==> config.mk <==
export PLATFORM = sky130hd
export DESIGN_NAME = mole_spawner
export DESIGN_NICKNAME = d
export VERILOG_FILES = /design/src/rtl/mole_spawner.sv
export SDC_FILE = /design/constraint.sdc
export NUM_CORES = 1
export LEC_CHECK = 0
export CAP_MARGIN = 30
export CORE_ASPECT_RATIO = 0.8
export CORE_MARGIN = 2
export CORE_UTILIZATION = 56
export DETAILED_ROUTE_END_ITERATION = 7
export GPL_ROUTABILITY_DRIVEN = 0
export PLACE_DENSITY = 0.76
export SLEW_MARGIN = 0
export SYNTH_ARGS = -nofsm -noshare
export SYNTH_HDL_FRONTEND = slang
export SYNTH_SLANG_ARGS = --single-unit
export TNS_END_PERCENT = 5
==> constraint.sdc <==
create_clock -name clk -period 8.4 [get_ports clk]
set_input_delay 1.68 -clock clk [delete_from_list [all_inputs] [get_ports clk]]
set_output_delay 1.68 -clock clk [all_outputs]
set_load 0.02 [all_outputs]
==> src/rtl/mole_spawner.sv <==
// Mole spawner for the whack-a-mole board.
// Spawns pseudo-random moles on a tick interval, caps the number of
// concurrently active moles, and retires moles on timeout or on a hit.
// Each board position is one mole_lane instance in a generate array.

// One board position: up/down flag, lifetime counter and expiry pulse.
module mole_lane #(
  parameter int LIFE_TICKS = 1000
) (
  input  logic clk,
  input  logic rst,
  input  logic en,
  input  logic tick,
  input  logic hit,
  input  logic spawn,
  output logic on,
  output logic on_nxt,
  output logic expired
);
  localparam int LW = $clog2(LIFE_TICKS + 1);

  logic [LW-1:0] life, life_nxt;
  logic          exp_nxt;

  // Next-state for this slot; a disabled lane clears silently (no expiry).
  always_comb begin
    on_nxt   = on;
    life_nxt = life;
    exp_nxt  = 1'b0;
    if (!en) begin
      on_nxt   = 1'b0;
      life_nxt = '0;
    end else if (spawn) begin
      // a spawn on this slot beats a same-cycle hit
      on_nxt   = 1'b1;
      life_nxt = LW'(LIFE_TICKS);
    end else if (on) begin
      if (hit) begin
        // hit beats a same-cycle expiry, so no pulse here
        on_nxt   = 1'b0;
        life_nxt = '0;
      end else if (tick) begin
        if (life <= LW'(1)) begin
          on_nxt   = 1'b0;
          life_nxt = '0;
          exp_nxt  = 1'b1;
        end else begin
          life_nxt = life - LW'(1);
        end
      end
    end
  end

  // Slot state registers.
  always_ff @(posedge clk or posedge rst) begin
    if (rst) begin
      on      <= 1'b0;
      life    <= '0;
      expired <= 1'b0;
    end else begin
      on      <= on_nxt;
      life    <= life_nxt;
      expired <= exp_nxt;
    end
  end
endmodule

module mole_spawner #(
  parameter int          NUM_MOLES   = 18,
  parameter int          SPAWN_TICKS = 500,
  parameter int          LIFE_TICKS  = 1000,
  parameter int          MAX_ACTIVE  = 3,
  parameter logic [15:0] LFSR_SEED   = 16'hACE1
) (
  input  logic                 clk,
  input  logic                 rst,
  input  logic                 start,
  input  logic                 end_game,
  input  logic                 tick,
  input  logic [NUM_MOLES-1:0] hit,
  output logic [NUM_MOLES-1:0] mole_on,
  output logic [NUM_MOLES-1:0] expired,
  output logic [4:0]           active_count,
  output logic                 running
);
  localparam int SW = $clog2(SPAWN_TICKS + 1);

  typedef enum logic [1:0] {IDLE, RUN, PROBE, STOP} state_t;

  state_t                 state;
  logic [SW-1:0]          spawn_cnt;
  logic [4:0]             cand, cand_init, cand_nxt;
  logic [15:0]            lfsr, lfsr_nxt;
  logic [NUM_MOLES-1:0]   on_nxt, spawn;
  logic [4:0]             cnt_nxt;
  logic                   upd, probe_take;

  // Galois LFSR, right shift; free-running in every state.
  assign lfsr_nxt = {1'b0, lfsr[15:1]} ^ (lfsr[0] ? 16'hB400 : 16'h0000);

  // Free-running LFSR register.
  always_ff @(posedge clk or posedge rst) begin
    if (rst) lfsr <= LFSR_SEED;
    else     lfsr <= lfsr_nxt;
  end

  // Fold the 5-bit LFSR slice onto 0..NUM_MOLES-1.
  assign cand_init = (lfsr[4:0] >= 5'(NUM_MOLES)) ? lfsr[4:0] - 5'(NUM_MOLES) : lfsr[4:0];
  assign cand_nxt  = (cand == 5'(NUM_MOLES - 1)) ? 5'd0 : cand + 5'd1;

  // Lanes evolve only in a live game; start/end_game clear them instead.
  assign upd        = (state == RUN || state == PROBE) && !start && !end_game;
  assign probe_take = upd && (state == PROBE) && !mole_on[cand];

  for (genvar i = 0; i < NUM_MOLES; i++) begin : g_lane
    assign spawn[i] = probe_take && (cand == 5'(i));
    mole_lane #(.LIFE_TICKS(LIFE_TICKS)) u_lane (
      .clk     (clk),
      .rst     (rst),
      .en      (upd),
      .tick    (tick),
      .hit     (hit[i]),
      .spawn   (spawn[i]),
      .on      (mole_on[i]),
      .on_nxt  (on_nxt[i]),
      .expired (expired[i])
    );
  end

  // Popcount of the next mole vector so the count lands with mole_on.
  always_comb begin
    cnt_nxt = '0;
    for (int i = 0; i < NUM_MOLES; i++) cnt_nxt = cnt_nxt + 5'(on_nxt[i]);
  end

  // Registered active-mole count.
  always_ff @(posedge clk or posedge rst) begin
    if (rst) active_count <= '0;
    else     active_count <= cnt_nxt;
  end

  // Game FSM: spawn timing, probe walk and run/stop control.
  always_ff @(posedge clk or posedge rst) begin
    if (rst) begin
      state     <= IDLE;
      spawn_cnt <= '0;
      cand      <= '0;
      running   <= 1'b0;
    end else begin
      case (state)
        IDLE: begin
          if (start) begin
            state     <= RUN;
            spawn_cnt <= '0;
            running   <= 1'b1;
          end
        end
        RUN: begin
          if (end_game) begin
            state   <= STOP;
            running <= 1'b0;
          end else if (start) begin
            spawn_cnt <= '0;
          end else if (tick) begin
            if (spawn_cnt == SW'(SPAWN_TICKS - 1)) begin
              spawn_cnt <= '0;
              // full board skips this attempt
              if (active_count < 5'(MAX_ACTIVE)) begin
                cand  <= cand_init;
                state <= PROBE;
              end
            end else begin
              spawn_cnt <= spawn_cnt + 1'b1;
            end
          end
        end
        PROBE: begin
          if (end_game) begin
            state   <= STOP;
            running <= 1'b0;
          end else if (start) begin
            state     <= RUN;
            spawn_cnt <= '0;
          end else if (!mole_on[cand]) begin
            state <= RUN;
          end else begin
            // cap below NUM_MOLES guarantees the walk finds a free slot
            cand <= cand_nxt;
          end
        end
        STOP: begin
          if (start && !end_game) begin
            state     <= RUN;
            spawn_cnt <= '0;
            running   <= 1'b1;
          end
        end
        default: begin
          state   <= IDLE;
          running <= 1'b0;
        end
      endcase
    end
  end
endmodule

==> qor.txt, run 1 <==
Status = finished clean
Total Wirelength = 41700 microns
Warnings from Yosys = 0
Count of unique library cells instantiated by Yosys = 88
Class of the worst hold path = reg -> reg
Clock skew = 0.0143 ns
Grt total ovfl = 0
CP cell instances = clkdlybuf4s50_1, nor2_1, nand2_4, nor3_2, nand4_1, and2_1, fa_1, fa_1, fa_1, fa_1, inv_1, fa_1, ha_1, fa_1, a21oi_1, o21bai_1
EDFF count, synth = 0
Worst setup path startpoint = end_game
Die Area = 0.0294 sq mm
Count leader, synth = dfrtp_1
Clock Latency Late Sink = 0.54 ns
Worst-Margin Slew = 1.10 ns
Final-report setup violation count = 0
Tmin final = 7.31 ns
Delay-heaviest family, CP = adder cells
Drc violations = 0
CTS tree = built
Capture point of the worst reg-to-reg path = active_count[4]$_DFF_PP0_
FF-to-FF Start = cand[0]$_DFFE_PP0P_
Critical path data required time = 8.81 ns
WL met1 = 19100 microns
Most area-consuming cells after synthesis = dfrtp_1, o21ai_0, nor3_1
Clock sink count = 254
Fin Setup TNS = 0 ns
Vias in the first global route = 13340
Initial antenna violation count = 0
Crit-path max cell delay = 0.61 ns
Die W = 191 microns
Synth Area per Inst = 8.51 sq um
Most frequent CP cell = fa_1
Post-Syn Area = 0.0157 sq mm
Num ports = 65
Share of the synthesized area in the top cell type = 39.2%
Clock transition at the registers of the reported paths = 0.06 ns
Synth cell count leaders = dfrtp_1, o21ai_0, nor2_1
Final ANT Viol Nets = 0
Ant. Diodes = 0
# Post-CTS Setup Buffers = 0
R2r setup slk = 2.02 ns
Largest net degree at the start of global routing = 182
Final hold vios = 0
First-pass GRT wire length = 68500 microns
Layout cells sized above 1 = 5.66%
Worst path bufs/invs = 2
Static leakage = 0.00746 uW
Post-DP HPWL = 29300 microns
Routed via count = 14320
Area grow syn2layout = 10.0%
Max VDD drop = 0.000177 V
Startpoint Class = input pin
Kind of critical path = in -> reg
Final Max Slew Viols = 0
Power density over cell area = 168 mW/mm^2
Final worst-path cycle share = 87.1%
DR WL met2 = 18400 microns
RSZ-0062 raised after global routing = false
Starting Density = 57.2%
Post-synthesis register bit count = 254
Sequential share of the synthesized area = 40.5%
Area leader, netlist = dfrtp_1
Root Driver = clkbuf_16
Chip Height = 154 microns
CTS Buffer Depth = 3
R2R depth = 16
Top Metal Used = met4
Met3 wire len = 2970 microns
CTS-repair resized insts = 0
Top_reg_cell synth = dfrtp_1
First-pass detailed-route iteration total = 5
Total CTS buffers = 27
Core Box Area = 0.0274 sq mm
Port Buffers = 64
Crit-path max FO = 29
Asr flop ratio synth = 100%
Hold buffer count at CTS = 0
Fin util = 63.0%
Max_cap viols = 0
Critical Path End Type = flip-flop
GRT Total Usage = 28.2%
Final net count = 1945
# fillers = 2357
H-tree levels = 1
Min-delay src = lfsr[12]$_DFF_PP0_
Slew HR = 26.6%
Syn Inst Count = 1845
Starting DRT DRC Count = 1251
Hold Path Stages = 0
WHS Endpoint = lfsr[11]$_DFF_PP1_
Post-Syn Nets = 1935
DR WL/cell = 18.7 microns
Fmax = 137 MHz
Crit-path slowest cell = nor3_2
Site row count = 54
Critical Path AT = 7.73 ns
DR vias/cell = 6.40
==> power by group <==
group	internal, uW	total [uW]	leakage (uW)	switching [uW]
combinational	124	443	0.00353	319
sequential	1240	1290	0.00350	49.9
clock	680	1170	0.000428	493
==> per-stage QoR <==
step	hold WS (ns)	power, uW	instances	setup WS [ns]	instance area [sq um]
final	0.354	2910	2238	1.09	17300
after global routing	0.357	3020	2238	0.789	17300
after CTS	0.356	2920	2237	1.16	17300
after detailed placement	0.340	1750	2189	0.604	16400
after global placement	0.336	1730	2189	0.725	16400
after floorplan	0.331	1600	1845	1.87	15700
==> logic make-up (layout without fill, tap and decap cells) <==
kind of cell | after synthesis | after routing | share of synthesized area [%]
DFF | 254 | 254 | 40.5
buffers and inverters | 179 | 208 | 5.21
and+or+nand+nor | 763 | 763 | 24.9
xor gates and xnor gates | 11 | 11 | 0.614
AOI/OAI and AO/OA | 555 | 555 | 21.8
adders and majority gates | 67 | 67 | 5.91
muxes | 16 | 16 | 1.03
==> final cells by class <==
type                    instances  area [sq um]  area share [%]
clock buffers                  40           795            4.60
inverters                      82           312            1.80
flip-flops and latches        254          6370            36.9
repair buffers                 78           751            4.35
multi-input cells            1412          8530            49.4
well taps                     364           455            2.64
clock inverters                 8          67.6           0.391
==> worst max-delay path by stage <==
stage / slack [ns] / end / cells past startpoint
after detailed placement: 0.60 / active_count[4]$_DFF_PP0_ / 16
after CTS: 1.16 / active_count[4]$_DFF_PP0_ / 16
after floorplan: 1.87 / active_count[4]$_DFF_PP0_ / 16
after global placement: 0.72 / active_count[4]$_DFF_PP0_ / 17
final: 1.09 / active_count[4]$_DFF_PP0_ / 16
after global routing: 0.79 / active_count[4]$_DFF_PP0_ / 17
==> state kept, by name, indices dropped and copies added (netlist names) <==
register / count
g_lane.u_lane.expired: 18
g_lane.u_lane.life: 180
state: 2
g_lane.u_lane.on: 18
cand: 5
active_count: 5
lfsr: 16
spawn_cnt: 9
running: 1
==> per-layer routing <==
metal,GRT usage [%],vias to the layer above
li1,-,6733
met1,41.4,6910
met2,43.1,591
met3,4.18,86
met4,8.79,0
met5,0,-
==> worst register-to-register path, stage by stage (launching register included) <==
cell,delay [ns]
dfrtp_1,0.81
mux2i_1,0.31
a211oi_1,0.12
and3_1,0.26
nor3_2,0.52
nand4_1,0.53
and2_1,0.36
fa_1,0.46
fa_1,0.54
fa_1,0.43
fa_1,0.50
inv_1,0.05
fa_1,0.44
ha_1,0.24
fa_1,0.48
a21oi_1,0.14
o21bai_1,0.08
==> layout by cell type (no fill, tap or decap), types with 30 or more instances in the layout <==
| master | n |
|---|---|
| a21oi_1 | 143 |
| o21ai_0 | 213 |
| o21a_1 | 30 |
| nor3_1 | 152 |
| dfrtp_1 | 246 |
| nor4_1 | 40 |
| ha_1 | 55 |
| or3_1 | 36 |
| nor2_1 | 182 |
| nand2_1 | 134 |
| nand3_1 | 41 |
| clkdlybuf4s50_1 | 63 |
| inv_1 | 81 |
Power figures use the tool's default switching activity.
==> inputs of run 2 (changes only) <==
--- a/config.mk
+++ b/config.mk
@@ -8,10 +8,10 @@
 export CAP_MARGIN = 30
 export CORE_ASPECT_RATIO = 0.8
 export CORE_MARGIN = 2
-export CORE_UTILIZATION = 56
+export CORE_UTILIZATION = 25
 export DETAILED_ROUTE_END_ITERATION = 7
 export GPL_ROUTABILITY_DRIVEN = 0
-export PLACE_DENSITY = 0.76
+export PLACE_DENSITY = 0.4
 export SLEW_MARGIN = 0
 export SYNTH_ARGS = -nofsm -noshare
 export SYNTH_HDL_FRONTEND = slang
==> run 2 against run 1 <==
  * Combinational power increased by 3%
  * Sequential power about the same
  * Core utilization decreased by 34 points
  * Total power increased by 12%
  * Final cell count increased by 22%
  * Final area increased by 5.3%
  * First-iteration DRC count decreased by 19%
  * Clock-buffer cell count unchanged
  * Sequential share of layout area decreased by 1.9 points
  * Critical path type unchanged
==> qor.txt, run 2 (synthesized netlist as in run 1, its figures left out) <==
Critical Path AT = 7.43 ns (-0.30 ns)
Worst setup path startpoint = end_game
Drc violations = 0 (unchanged)
Clock skew = 0.00940 ns (-0.00488 ns)
Final Max Slew Viols = 0 (unchanged)
# Post-CTS Setup Buffers = 0 (unchanged)
Vias in the first global route = 13071 (-2.0%)
Capture point of the worst reg-to-reg path = active_count[4]$_DFF_PP0_
Slew HR = 31.7% (+5.1 points)
Commonest non-fill, non-tap cell in the layout = dfrtp_1
Total CTS buffers = 30 (+11%)
Top reg by flops = g_lane.u_lane.life
First-pass GRT wire length = 76500 microns (+12%)
Status = finished clean
Area grow syn2layout = 15.9%
Power density over cell area = 179 mW/mm^2 (+6.5%)
Core Box Area = 0.0624 sq mm (+130%)
Grt total ovfl = 0 (unchanged)
Delay-heaviest family, CP = adder cells
Static leakage = 0.00763 uW (+2.2%)
Fin Setup TNS = 0 ns (unchanged)
Class of the worst hold path = reg -> reg
CP cell instances = clkdlybuf4s50_1, nor2_1, nand2_4, nor3_2, nand4_1, and2_1, fa_1, fa_1, fa_1, fa_1, inv_1, fa_1, ha_1, fa_1, a21oi_1, o21bai_1
Critical path data required time = 8.86 ns (+0.05 ns)
Fmax = 143 MHz (+4.9%)
FF+latch area = 0.00637 sq mm (unchanged)
Worst-Margin Slew = 1.01 ns (-0.0876 ns)
Total Wirelength = 48000 microns (+15%)
Layout cells sized above 1 = 6.46% (+0.81 points)
Area of the multi-input gates = 0.00853 sq mm (unchanged)
DR vias/cell = 5.08 (-21%)
Startpoint Class = input pin
Hold buffer count at CTS = 0 (unchanged)
Critical path depth = 16 (unchanged)
Most frequent cells in the layout = dfrtp_1, o21ai_0, nor2_1, nor3_1, a21oi_1
Clock sink count = 254 (unchanged)
Placement Setup Slack = 0.814 ns (+0.211 ns)
Final hold vios = 0 (unchanged)
Crit path to = active_count[4]$_DFF_PP0_
Clock Latency Late Sink = 0.58 ns (+0.04 ns)
Critical Path End Type = flip-flop
Crit path setup slack, layout = 1.43 ns (+0.345 ns)
FF-to-FF Start = cand[0]$_DFFE_PP0P_
R2r setup slk = 2.10 ns (+0.08 ns)
Post-DP HPWL = 34200 microns (+17%)
First-pass detailed-route iteration total = 5 (unchanged)
Starting DRT DRC Count = 1015 (-19%)
Largest register FFs = 180 (unchanged)
Tmin final = 6.97 ns (-0.345 ns)
H-tree levels = 1 (unchanged)
Chip Height = 228 microns (+48%)
Leading registers by flop count = g_lane.u_lane.life x180, g_lane.u_lane.expired x18, g_lane.u_lane.on x18
CTS Buffer Depth = 3 (unchanged)
Final net count = 1954 (+0.46%)
Initial antenna violation count = 2 (+2)
Starting Density = 25.2% (-32 points)
Crit-path max FO = 9 (-69%)
Largest net degree at the start of global routing = 123 (-32%)
RSZ-0062 raised after global routing = false
Die W = 284 microns (+49%)
Clock transition at the registers of the reported paths = 0.06 ns (about the same)
Final worst-path cycle share = 83.0% (-4.1 points)
Die Area = 0.0648 sq mm (+120%)
CTS-repair resized insts = 0 (unchanged)
Most frequent CP cell = fa_1
Fin util = 29.2% (-34 points)
Kind of critical path = in -> reg
Port Buffers = 64 (unchanged)
GRT Total Usage = 14.5% (-14 points)
R2R depth = 16 (unchanged)
Worst path bufs/invs = 2 (unchanged)
Final-report setup violation count = 0 (unchanged)
Site row count = 82 (+52%)
Max_cap viols = 0 (unchanged)
Final ANT Viol Nets = 0 (unchanged)
Crit-path slowest cell = clkdlybuf4s50_1
Num ports = 65 (unchanged)
Max VDD drop = 0.000147 V (-17%)
# fillers = 6688 (+180%)
CTS tree = built
Root Driver = clkbuf_16
Routed via count = 13858 (-3.2%)
DR WL/cell = 17.6 microns (-5.6%)
Crit-path max cell delay = 0.57 ns (-0.04 ns)
## run 2: report_power, final
group / internal [uW] / switching (uW) / leakage, uW
clock network: 959 / 556 / 0.000567
logic: 125 / 332 / 0.00356
registers: 1240 / 48.2 / 0.00350
## run 2: routing by layer
metal | up-vias | routed length [microns] | GRT usage, % | part of all wire [%]
met5 | - | 0 | 0 | 0
met4 | 0 | 1140 | 3.42 | 2.4
met3 | 66 | 2520 | 2.81 | 5.3
met2 | 290 | 20400 | 21.8 | 42
met1 | 6724 | 24000 | 21.4 | 50
li1 | 6778 | - | - | -
## run 2: worst min-delay path by stage
stage | start | end | slack, ns | depth (start not counted)
after global routing | lfsr[8]$_DFF_PP0_ | lfsr[7]$_DFF_PP1_ | 0.36 | 0
after global placement | lfsr[9]$_DFF_PP0_ | lfsr[8]$_DFF_PP0_ | 0.33 | 0
final | lfsr[9]$_DFF_PP0_ | lfsr[8]$_DFF_PP0_ | 0.35 | 0
after floorplan | lfsr[9]$_DFF_PP0_ | lfsr[8]$_DFF_PP0_ | 0.33 | 0
after detailed placement | lfsr[9]$_DFF_PP0_ | lfsr[8]$_DFF_PP0_ | 0.34 | 0
after CTS | lfsr[12]$_DFF_PP0_ | lfsr[11]$_DFF_PP1_ | 0.35 | 0
## run 2: layout make-up
cell class | count | share of cell area [%]
antenna | 1 | 0.0138
sequential | 254 | 35.0
tap | 840 | 5.78
timing repair buffer | 84 | 4.36
multi-input combinational | 1412 | 46.9
inverter | 82 | 1.71
clock buffer | 40 | 4.72
clock inverter | 16 | 1.54
## run 2: metrics by stage
step	hold WS [ns]	power [uW]	cell area [sq um]	instances
floorplan	0.331	1600	15700	1845
global placement	0.335	1780	17000	2668
detailed placement	0.339	1780	17000	2670
CTS	0.354	3330	18200	2726
global route	0.357	3430	18200	2729
finish	0.350	3260	18200	2729
==> inputs of run 3 (changes only) <==
--- a/config.mk
+++ b/config.mk
@@ -11,7 +11,7 @@
 export CORE_UTILIZATION = 25
 export DETAILED_ROUTE_END_ITERATION = 7
 export GPL_ROUTABILITY_DRIVEN = 0
-export PLACE_DENSITY = 0.4
+export PLACE_DENSITY = 0.39
 export SLEW_MARGIN = 0
 export SYNTH_ARGS = -nofsm -noshare
 export SYNTH_HDL_FRONTEND = slang
==> constraint.sdc (replaced) <==
create_clock -name clk -period 7 [get_ports clk]
set_input_delay 1.4 -clock clk [delete_from_list [all_inputs] [get_ports clk]]
set_output_delay 1.4 -clock clk [all_outputs]
set_load 0.02 [all_outputs]
==> run 3 against run 2 <==
  * Clock-buffer cell count up 13
  * Total power up 19%
  * Sequential share of layout area down 0.24 points
  * Non-clock buffer count up 17
  * Critical path depth up 2
  * Largest power group unchanged
  * Core utilization up 0.20 points
  * Global-route usage up 0.81 points
  * Clock power up 19%
  * Final cell count up 0.70%
==> qor.txt, run 3 (synthesized netlist as in run 1, its figures left out) <==
Final net count = 1975 (+1.1%)
Root Driver = clkbuf_16
Post-DP HPWL = 36100 microns (+5.6%)
Final Max Slew Viols = 0 (unchanged)
Vias in the first global route = 13524 (+3.5%)
Critical path data required time = 7.43 ns (-1.43 ns)
Total Wirelength = 50100 microns (+4.3%)
Num ports = 65 (unchanged)
Leading registers by flop count = g_lane.u_lane.life x180, g_lane.u_lane.expired x18, g_lane.u_lane.on x18
Clock skew = 0.0341 ns (+0.0247 ns)
Worst-Margin Slew = 1.03 ns (+0.0166 ns)
Status = finished clean
Final worst-path cycle share = 87.2%
Static leakage = 0.00770 uW (+0.95%)
First-pass detailed-route iteration total = 5 (unchanged)
Critical Path AT = 6.54 ns (-0.89 ns)
Grt total ovfl = 0 (unchanged)
CTS-repair resized insts = 0 (unchanged)
Total CTS buffers = 34 (+13%)
Core Box Area = 0.0624 sq mm (unchanged)
Fin util = 29.4% (+0.20 points)
Chip Height = 228 microns (unchanged)
Largest register FFs = 180 (unchanged)
Ant. Diodes = 0 (-1)
Fin Setup TNS = 0 ns (unchanged)
RSZ-0062 raised after global routing = false
Crit-path max FO = 15 (+6)
H-tree levels = 2 (+1)
GRT Total Usage = 15.3% (+0.81 points)
Site row count = 82 (unchanged)
Hold Path Stages = 0 (unchanged)
Die W = 284 microns (unchanged)
Startpoint Class = input pin
Initial antenna violation count = 2 (unchanged)
Class of the worst hold path = reg -> reg
Layout cells sized above 1 = 7.23% (+0.77 points)
Kind of critical path = in -> reg
CTS tree = built
Drc violations = 0 (unchanged)
Fmax = 164 MHz
# Post-CTS Setup Buffers = 0 (unchanged)
Largest net degree at the start of global routing = 102 (-17%)
Most frequent cells in the layout = dfrtp_1, o21ai_0, nor2_1, nor3_1, a21oi_1
Critical Path End Type = flip-flop
Area grow syn2layout = 16.7%
Clock sink count = 254 (unchanged)
Max VDD drop = 0.000128 V (-13%)
DR vias/cell = 5.10 (+0.49%)
Die Area = 0.0648 sq mm (unchanged)
Commonest non-fill, non-tap cell in the layout = dfrtp_1
Max_cap viols = 0 (unchanged)
Clock Latency Late Sink = 0.55 ns (-0.03 ns)
Routed via count = 14023 (+1.2%)
Slew HR = 30.5% (-1.1 points)
Hold buffer count at CTS = 0 (unchanged)
Top reg by flops = g_lane.u_lane.life
First-pass GRT wire length = 80000 microns (+4.6%)
Port Buffers = 64 (unchanged)
DR WL/cell = 18.2 microns (+3.6%)
CTS Buffer Depth = 3 (unchanged)
Final hold vios = 0 (unchanged)
Power density over cell area = 213 mW/mm^2 (+19%)
Clock transition at the registers of the reported paths = 0.07 ns (about the same)
Final-report setup violation count = 0 (unchanged)
Starting DRT DRC Count = 1067 (+5.1%)
Tmin final = 6.11 ns
R2R depth = 18 (+2)
Final ANT Viol Nets = 0 (unchanged)
Starting Density = 25.2% (unchanged)
## run 3: metal layers
layer / vias up / GRT usage (%) / routed length (microns)
met2: 296 / 23.4 / 21800
met5: - / 0 / 0
li1: 6803 / - / -
met1: 6880 / 22.8 / 25500
met4: 0 / 3.36 / 760
met3: 44 / 2.28 / 2050
## run 3: critical path, stage by stage
cell and delay [ns]:
clkdlybuf4s50_1 0.46, buf_4 0.19, nor3_4 0.28, nand3_2 0.17
buf_4 0.24, nor3_1 0.25, a41o_1 0.23, fa_1 0.42
inv_1 0.09, fa_1 0.47, fa_1 0.46, fa_1 0.49
inv_1 0.05, fa_1 0.43, ha_1 0.22, fa_1 0.45
a21oi_1 0.15, o21bai_1 0.07
## run 3: final cells by class
type | instances | area [sq um]
fillers | 6666 | 44100
multi-input cells | 1412 | 8530
flip-flops and latches | 254 | 6370
well taps | 840 | 1050
clock inverters | 6 | 87.6
repair buffers | 101 | 931
clock buffers | 53 | 1040
inverters | 82 | 312
## run 3: path summary, 6_finish.rpt
| kind | startpoint | end | slack [ns] |
|---|---|---|---|
| max in group asynchronous | rst | g_lane[1].u_lane.expired$_DFF_PP0_ | 4.62 |
| setup reg to reg | cand[0]$_DFFE_PP0P_ | active_count[4]$_DFF_PP0_ | 1.14 |
| hold / removal | lfsr[9]$_DFF_PP0_ | lfsr[8]$_DFF_PP0_ | 0.35 |
| setup / recovery | end_game | active_count[4]$_DFF_PP0_ | 0.89 |
| min in group asynchronous | rst | g_lane[0].u_lane.life[9]$_DFFE_PP0P_ | 1.32 |
| hold reg to reg | lfsr[9]$_DFF_PP0_ | lfsr[8]$_DFF_PP0_ | 0.35 |
## run 3: stage by stage
step	std cells	power (uW)	hold WS, ns	cell area [sq um]	worst slack, ns
after detailed placement	2689	2140	0.335	17200	0.290
after floorplan	1845	1920	0.331	15700	0.753
after global placement	2685	2140	0.334	17200	0.341
after global routing	2748	4080	0.358	18300	0.696
final	2748	3900	0.348	18300	0.893
after CTS	2748	3970	0.350	18300	0.870
## run 3: where the power goes
| group | internal, uW | switching (uW) | leakage, uW |
|---|---|---|---|
| combinational | 161 | 398 | 0.00364 |
| sequential | 1490 | 58.1 | 0.00350 |
| clock | 1100 | 692 | 0.000558 |
| total | 2750 | 1150 | 0.00770 |
